### config.mk
export PLATFORM = sky130hd
export DESIGN_NAME = fll_freq_meter
export DESIGN_NICKNAME = d
export VERILOG_FILES = /design/src/rtl/fll_freq_meter.sv
export SDC_FILE = /design/constraint.sdc
export NUM_CORES = 1
export LEC_CHECK = 0
export BUFFER_PORTS_ARGS = -buffer_cell sky130_fd_sc_hd__buf_4
export CORE_MARGIN = 10
export CORE_UTILIZATION = 40
export CTS_CLUSTER_DIAMETER = 60
export DETAILED_ROUTE_END_ITERATION = 12
export GPL_ROUTABILITY_DRIVEN = 0
export SETUP_SLACK_MARGIN = 0.02
export SYNTH_ARGS = -nofsm -noshare
export SYNTH_HDL_FRONTEND = slang
export SYNTH_SLANG_ARGS = --single-unit
### constraint.sdc
create_clock -name clk_i -period 4.4 [get_ports clk_i]
set_input_delay 0.22 -clock clk_i [delete_from_list [all_inputs] [get_ports clk_i]]
set_output_delay 0.22 -clock clk_i [all_outputs]
set_load 0.05 [all_outputs]
### src/rtl/fll_freq_meter.sv
// Frequency meter for an FLL output clock: counts synchronized clk_m rising edges
// over a window of num_i reference cycles and flags lock against the expected count.
module fll_freq_meter #(
  parameter int CCW_I = 8,
  parameter int CCW_O = 8,
  parameter int SYN   = 2,
  parameter int TOL   = 1
) (
  input  logic             clk_i,
  input  logic             rst_ni,
  input  logic             clk_m,
  input  logic [CCW_I-1:0] num_i,
  input  logic [CCW_O-1:0] num_o,
  input  logic             start_i,
  output logic             busy_o,
  output logic [CCW_O-1:0] cnt_o,
  output logic             ovf_o,
  output logic             vld_o,
  input  logic             rdy_i,
  output logic             lock_o
);

  typedef enum logic [1:0] {
    IDLE = 2'd0,
    GATE = 2'd1,
    HOLD = 2'd2
  } state_t;

  state_t           r_state;
  state_t           w_state_nxt;
  logic [SYN-1:0]   r_sync;
  logic             r_dly;
  logic             w_edge;
  logic [CCW_I-1:0] r_win;
  logic [CCW_O-1:0] r_exp;
  logic [CCW_O-1:0] r_cnt;
  logic             r_ovf;
  logic             r_vld;
  logic             r_busy;
  logic             r_lock;
  logic [CCW_O-1:0] w_cnt_inc;
  logic             w_ovf_inc;
  logic [CCW_O-1:0] w_fin_cnt;
  logic [CCW_O-1:0] w_fin_exp;
  logic             w_fin_ovf;
  logic [CCW_O:0]   w_diff;
  logic             w_lock_nxt;
  logic             w_last;

  // Edge detection runs in every state so the window never sees a stale edge.
  always_ff @(posedge clk_i or negedge rst_ni) begin
    if (!rst_ni) begin
      r_sync <= '0;
      r_dly  <= 1'b0;
    end else begin
      r_sync <= {r_sync[SYN-2:0], clk_m};
      r_dly  <= r_sync[SYN-1];
    end
  end

  assign w_edge = r_sync[SYN-1] & ~r_dly;
  assign w_last = (r_win == CCW_I'(1));

  always_comb begin
    w_cnt_inc = r_cnt;
    w_ovf_inc = r_ovf;
    if (w_edge) begin
      if (r_cnt == '1) w_ovf_inc = 1'b1;
      else             w_cnt_inc = r_cnt + 1'b1;
    end
  end

  // Lock is judged on the value the count will have once HOLD is entered.
  always_comb begin
    w_fin_cnt = w_cnt_inc;
    w_fin_exp = r_exp;
    w_fin_ovf = w_ovf_inc;
    if (r_state == IDLE) begin
      w_fin_cnt = '0;
      w_fin_exp = num_o;
      w_fin_ovf = 1'b0;
    end
    if ({1'b0, w_fin_cnt} >= {1'b0, w_fin_exp}) w_diff = {1'b0, w_fin_cnt} - {1'b0, w_fin_exp};
    else                                        w_diff = {1'b0, w_fin_exp} - {1'b0, w_fin_cnt};
    w_lock_nxt = !w_fin_ovf && (w_diff <= (CCW_O+1)'(TOL));
  end

  always_comb begin
    w_state_nxt = r_state;
    case (r_state)
      IDLE: if (start_i) w_state_nxt = (num_i == '0) ? HOLD : GATE;
      GATE: if (w_last) w_state_nxt = HOLD;
      HOLD: if (rdy_i) w_state_nxt = IDLE;
      default: w_state_nxt = IDLE;
    endcase
  end

  always_ff @(posedge clk_i or negedge rst_ni) begin
    if (!rst_ni) begin
      r_state <= IDLE;
      r_win   <= '0;
      r_exp   <= '0;
      r_cnt   <= '0;
      r_ovf   <= 1'b0;
      r_vld   <= 1'b0;
      r_busy  <= 1'b0;
      r_lock  <= 1'b0;
    end else begin
      r_state <= w_state_nxt;
      case (r_state)
        IDLE: begin
          if (start_i) begin
            r_win  <= num_i;
            r_exp  <= num_o;
            r_cnt  <= '0;
            r_ovf  <= 1'b0;
            r_busy <= 1'b1;
            if (num_i == '0) begin
              r_vld  <= 1'b1;
              r_lock <= w_lock_nxt;
            end
          end
        end
        GATE: begin
          r_win <= r_win - 1'b1;
          r_cnt <= w_cnt_inc;
          r_ovf <= w_ovf_inc;
          if (w_last) begin
            r_vld  <= 1'b1;
            r_lock <= w_lock_nxt;
          end
        end
        HOLD: begin
          if (rdy_i) begin
            r_vld  <= 1'b0;
            r_busy <= 1'b0;
          end
        end
        default: begin
          r_vld  <= 1'b0;
          r_busy <= 1'b0;
        end
      endcase
    end
  end

  assign busy_o = r_busy;
  assign cnt_o  = r_cnt;
  assign ovf_o  = r_ovf;
  assign vld_o  = r_vld;
  assign lock_o = r_lock;

endmodule
---- Word-level counts from Yosys, hierarchy flattened ----
Cells that the tools add are included.
word-level totals
  register bits after elaboration ......... 33
  latch bits .............................. 0
  RAM bits ................................ 0
  ROM bits ................................ 0
  input port bits ......................... 21
  output and inout port bits .............. 12
  logic and storage cells ................. 68
  memories kept ........................... 0
operators by class
  add/sub/neg operators ................... 4
  $mul .................................... 0
  div/mod/pow operators ................... 0
  order comparisons ....................... 2
  equality and inequality tests ........... 8
  shift-type cells ........................ 0
  multiplexer cells ....................... 30
  bitwise logic cells ..................... 3
  reductions and logical operators ........ 11
operators by type and width
  cell                                                  number
  two-way mux 8 bit                                     6
  case mux 8 bit (2 select lines)                       2
  subtractor 8 x 8 -> 9 bit                             2
  two-way mux 1 bit                                     12
  <= comparator 9 x 1 -> 1 bit (second input constant)  1
  two-way mux 9 bit                                     1
  adder 8 x 1 -> 8 bit (second input constant)          1
  == test 8 x 1 -> 1 bit (second input constant)        1
  == test 8 bit (second input constant)                 1
  >= comparator 8 bit                                   1
  zero test 8 bit                                       1
  two-way mux 2 bit                                     4
  AND reduction 4 bit                                   2
  subtractor 8 x 1 -> 8 bit (second input constant)     1
  != test 2 bit (second input constant)                 3
  case mux 1 bit (3 select lines)                       2
  case mux 2 bit (3 select lines)                       1
  AND reduction 3 bit                                   2
  case mux 1 bit (2 select lines)                       2
  AND reduction 2 bit                                   2
  == test 2 x 1 -> 1 bit (second input constant)        1
  == test 2 bit (second input constant)                 1
  zero test 2 bit                                       1
  != test 2 x 1 -> 1 bit (second input constant)        1
  5 further kinds                                       6

---- Logic depth before layout (Yosys ltp) ----
  depth in word-level cells ............... 11
  depth in mapped cells ................... 16
  mapped depth without buffers ............ 16

---- Least setup slack after synthesis ----
Ideal clock, no wire load.
  kind .................................... register to register
  start ................................... reg r_cnt[0], in the netlist cnt_o[0]
  end ..................................... reg r_lock, in the netlist lock_o
  library setup time ...................... 0.120 ns
  arrival ................................. 3.612 ns
  required time ........................... 4.280 ns
  slack ................................... 0.668 ns
  stages on the path, launching flop included .. 16
  path buffers ............................ 0
  period minus slack after synthesis ...... 3.732 ns
  cell sequence ........................... dfrtp_1 > ha_1 > nand2_1 > nor3_1 > nor2_2 > xnor2_1 > or2_2 > ha_1 > fa_1 > nand2b_1 > nand2b_1 > a21oi_1 > xor2_1 > and3_2 > a32o_1 > a31o_1
on the way
  cells in the longest elaborated chain, start to end .. 11
  elaborated cells between the ends (all ways) .. 19
  those cells by class .................... 3 x add/sub; 2 x order compare; 1 x eq/ne; 11 x mux; 2 x reduce/logical
ends and longest elaborated chain
  what                                                          RTL line  RTL
  start: declaration                                            36        logic [CCW_O-1:0] r_cnt;
  start signal: assignment                                      126       r_cnt <= w_cnt_inc;
  adder 8 x 1 -> 8 bit / == test 8 bit (equally long branches)  69, 68
  two-way mux 8 bit                                             68        if (r_cnt == '1) w_ovf_inc = 1'b1;
  two-way mux 8 bit                                             67        if (w_edge) begin
  two-way mux 8 bit                                             78        if (r_state == IDLE) begin
  subtractor 8 x 8 -> 9 bit (tied with other cells)             84        else w_diff = {1'b0, w_fin_exp} - {1'b0, w_fin_cnt};
  two-way mux 9 bit                                             83        if ({1'b0, w_fin_cnt} >= {1'b0, w_fin_exp}) w_diff = {1'b0, w_fin_cnt} - {1'b0, w_fin_exp};
  <= comparator 9 x 1 -> 1 bit                                  85        w_lock_nxt = !w_fin_ovf && (w_diff <= (CCW_O+1)'(TOL));
  logical AND 1 bit (*)                                         85
  two-way mux 1 bit                                             118       if (num_i == '0) begin
  two-way mux 1 bit                                             112       if (start_i) begin
  case mux 1 bit (2 select lines) (*)                           110       case (r_state)
  end signal: assignment                                        120       r_lock <= w_lock_nxt;
  end signal: assignment                                        130       r_lock <= w_lock_nxt;
  end: declaration                                              40        logic r_lock;
Every way passes the cells marked *; elsewhere a longest branch is shown, timed or not. The select of a mux whose other input is x is not followed.
A chain may end at the register's enable or synchronous reset.

---- Worst setup path after layout ----
Ends and elaborated chain as after synthesis.

==> results.json <==
{
  "clock_sinks": 33,
  "synth_top_flop_cell": "sky130_fd_sc_hd__dfrtp_1",
  "place_hpwl_mm": 4.75,
  "end_kind": "flop",
  "pwr_dens_nw_per_um2": 792,
  "syn_inst": 309,
  "cts.repair.resized": 0,
  "drive_gt1_share_pct": 18.2,
  "tritoncts": "done",
  "cp-startpoint": "cnt_o[0]",
  "synth_seq_cells": 33,
  "hold_path_class": "input pin to flop",
  "cts.clk_slew.worst_paths_ns": 0.07,
  "layout_worst_path_cycle_share_pct": 85.6,
  "routed-via-count": 2264,
  "max_clock_freq_mhz": 266,
  "finalSetupTns_ns": 0,
  "synth_async_sr_flop_share_pct": 100,
  "met2_wirelength_mm": 2.97,
  "synth_nets": 351,
  "clock-root-buffer": "sky130_fd_sc_hd__clkbuf_8",
  "total_cts_buffers": 5,
  "post-cts-setup-buffers": 0,
  "r2r_cells": 15,
  "setup_violations": 0,
  "placementRows": 29,
  "power.ir.vdd_worst_uv": 367,
  "syn_avg_cell_area_um2": 8.34,
  "antenna_cells_inserted": 0,
  "worst_pin_slew_ns": 0.717,
  "dp_slack_ns": 0.696,
  "synth_edf_count": 0,
  "route.met3.wl_um": 286,
  "grt_start_max_net_pins": 34,
  "library_cells_used_by_synthesis": 54,
  "max_cap_viol_count": 0,
  "vias_per_cell": 5.43,
  "maxUsedRoutingLayer": "met4",
  "numPortBuffers": 32,
  "setup_repair_after_global_routing_missed_its_margin": "no",
  "synth_sequential_area_ratio_pct": 32.0,
  "finalWorstPathRequiredPeriod_ns": 3.76,
  "number_of_cells_on_the_worst_hold_path": 1,
  "leakage_nw": 1.40,
  "slowest_delay_ns": 0.44,
  "final.setup_skew_ns": 0.00453,
  "antenna_violating_nets_left": 0,
  "number_of_antenna_violations_at_the_first_check_in_global_routing": 0,
  "post-route-worst-setup-slack_ns": 0.636,
  "critical_path.slowest_cell": "sky130_fd_sc_hd__dfrtp_1",
  "cp_data_arrival_time_ns": 4.00,
  "grt_overflow_total": 0,
  "worstHoldEndpoint": "r_sync[0]",
  "post_layout_nonfiller_instances": 417,
  "setup.reg_to_reg.worst_slack_ns": 0.64,
  "floorplan.io_pins": 33,
  "place.detailed.instances": 409,
  "routedWlPerCell_um": 15.0,
  "drt-initial-drc-count": 141,
  "timing.critical_path.fanout_max": 8,
  "crit_buf_inv": 0,
  "drc": 0,
  "critical-path-top-delay-family": "simple AND/OR/NAND/NOR gates",
  "die_area_um2": 10100,
  "all_layer_global_routing_usage_pct": 12.7,
  "final_core_utilization_pct": 47.1,
  "post_cts_hold_buffer_count": 1,
  "floorplan_die_height_um": 100,
  "final-seq-area_um2": 826,
  "start_util_pct": 40.8,
  "h-tree-depth": 2,
  "worstSetupStartpointType": "flop",
  "multi_input_comb_area_um2": 1600,
  "design.core.area_um2": 6310,
  "route.final.wire_length_mm": 6.25,
  "layout.nets": 382,
  "slew-limit-headroom_pct": 52.1,
  "wirelength_met1_mm": 2.92,
  "timing.final.max_slew_violations": 0,
  "insertion_delay_ns": 0.29,
  "die_w_um": 100,
  "grt_pass1_vias": 2209,
  "hold_path_startpoint": "clk_m",
  "crit-reg2reg-capture": "lock_o",
  "layout_area_overhead_pct": 15.3,
  "drtPass1Iterations": 4,
  "yosys_warnings": 0,
  "clock_path_buffers": 2,
  "netlist_area_um2": 2580,
  "final-hold-violation-count": 0,
  "run_status": "finished, final reports clean",
  "rr_startpoint": "cnt_o[0]",
  "wire_length_of_the_first_global_routing_pass_mm": 10.7,
  "timing.critical_path.cells": "ha_1 > nand2_1 > nor3_1 > nor2_2 > nand4_1 > xor2_1 > or2_2 > ha_1 > a21oi_1 > nand2_1 > or2_2 > a31oi_1 > o2111ai_1 > o21bai_1 > a31o_1",
  "critical_path_class": "flop to flop",
  "timing.critical_path.required_ns": 4.63,
  "fill_cell_count": 648
}
-- kinds of logic (layout without fill, tap and decap cells) --
family,count (synthesis),count (layout),share of synthesized area [%]
adder cells (fa/ha/maj),21,21,10.8
buffers and inverters,35,66,5.73
XOR/XNOR,13,13,4.42
multiplexers,12,12,4.90
AND/OR/NAND/NOR,127,127,24.0
flip-flops,33,33,32.0
AO/OA/AOI/OAI,68,68,18.1
-- report_power, final --
group          switching [W]  internal, W  total, W
registers           0.000131     0.000421  0.000553
clock network       0.000119     0.000124  0.000243
logic               0.000887     0.000670   0.00156
-- registers in the layout, summed over array words and instances (netlist names) --
name	count
busy_o	1
r_sync	2
ovf_o	1
cnt_o	8
lock_o	1
r_state	2
r_exp	8
vld_o	1
r_win	8
r_dly	1
-- Yosys cell counts, drive strengths merged, types with 3 or more instances --
master	number	share of area [%]
or2	7	1.7
inv	23	3.3
nand4	4	0.97
mux2i	7	2.7
nand2	48	7.0
o21ai	14	2.7
o211ai	4	1.2
dfrtp	33	32
clkbuf	7	1.1
and2	3	0.73
xor2	8	2.7
ha	19	9.2
nor2	27	4.1
nand2b	8	2.0
buf	5	1.3
nor3	8	1.6
mux2	5	2.2
nor4	6	2.0
a21o	6	1.7
nand3	9	1.7
a21oi	15	2.9
a211oi	4	1.2
xnor2	5	1.7
-- through the flow --
stage	hold slack (ns)	total power (W)	cell area (um^2)
after floorplan	-0.0756	0.00177	2580
after global placement	0.201	0.00211	2880
after detailed placement	0.204	0.00211	2880
after CTS	0.0288	0.00236	2970
after global routing	0.0280	0.00258	2970
final	0.0334	0.00235	2970
-- layer usage --
| metal | track usage, % | vias up |
|---|---|---|
| li1 | - | 1143 |
| met1 | 16.7 | 1066 |
| met2 | 20.3 | 50 |
| met3 | 3.02 | 5 |
| met4 | 3.59 | 0 |
| met5 | 0 | - |
-- final cells by class --
cell class	instances	area share (%)
repair buffers	36	9.18
well taps	77	3.24
flip-flops and latches	33	27.8
clock buffers	7	2.91
multi-input cells	241	54.0
inverters	23	2.91
-- worst max path at each step --
stage	endpoint	slack, ns	depth (start not counted)
floorplan	lock_o	0.67	15
global placement	lock_o	0.75	15
detailed placement	lock_o	0.70	15
CTS	lock_o	0.69	15
global route	lock_o	0.39	15
finish	lock_o	0.64	15
-- cells in the final DEF (no fill, tap or decap), types with 6 or more instances in the layout --
master,instances
sky130_fd_sc_hd__clkbuf_8,6
sky130_fd_sc_hd__nor2_1,25
sky130_fd_sc_hd__buf_4,35
sky130_fd_sc_hd__a21o_1,6
sky130_fd_sc_hd__mux2i_1,7
sky130_fd_sc_hd__nand2_1,48
sky130_fd_sc_hd__a21oi_1,15
sky130_fd_sc_hd__xor2_1,8
sky130_fd_sc_hd__ha_1,19
sky130_fd_sc_hd__inv_1,23
sky130_fd_sc_hd__or2_2,7
sky130_fd_sc_hd__o21ai_0,14
sky130_fd_sc_hd__nor3_1,8
sky130_fd_sc_hd__nand2b_1,7
sky130_fd_sc_hd__dfrtp_1,33
sky130_fd_sc_hd__nand3_1,9
(Power assumes the default switching activity.)
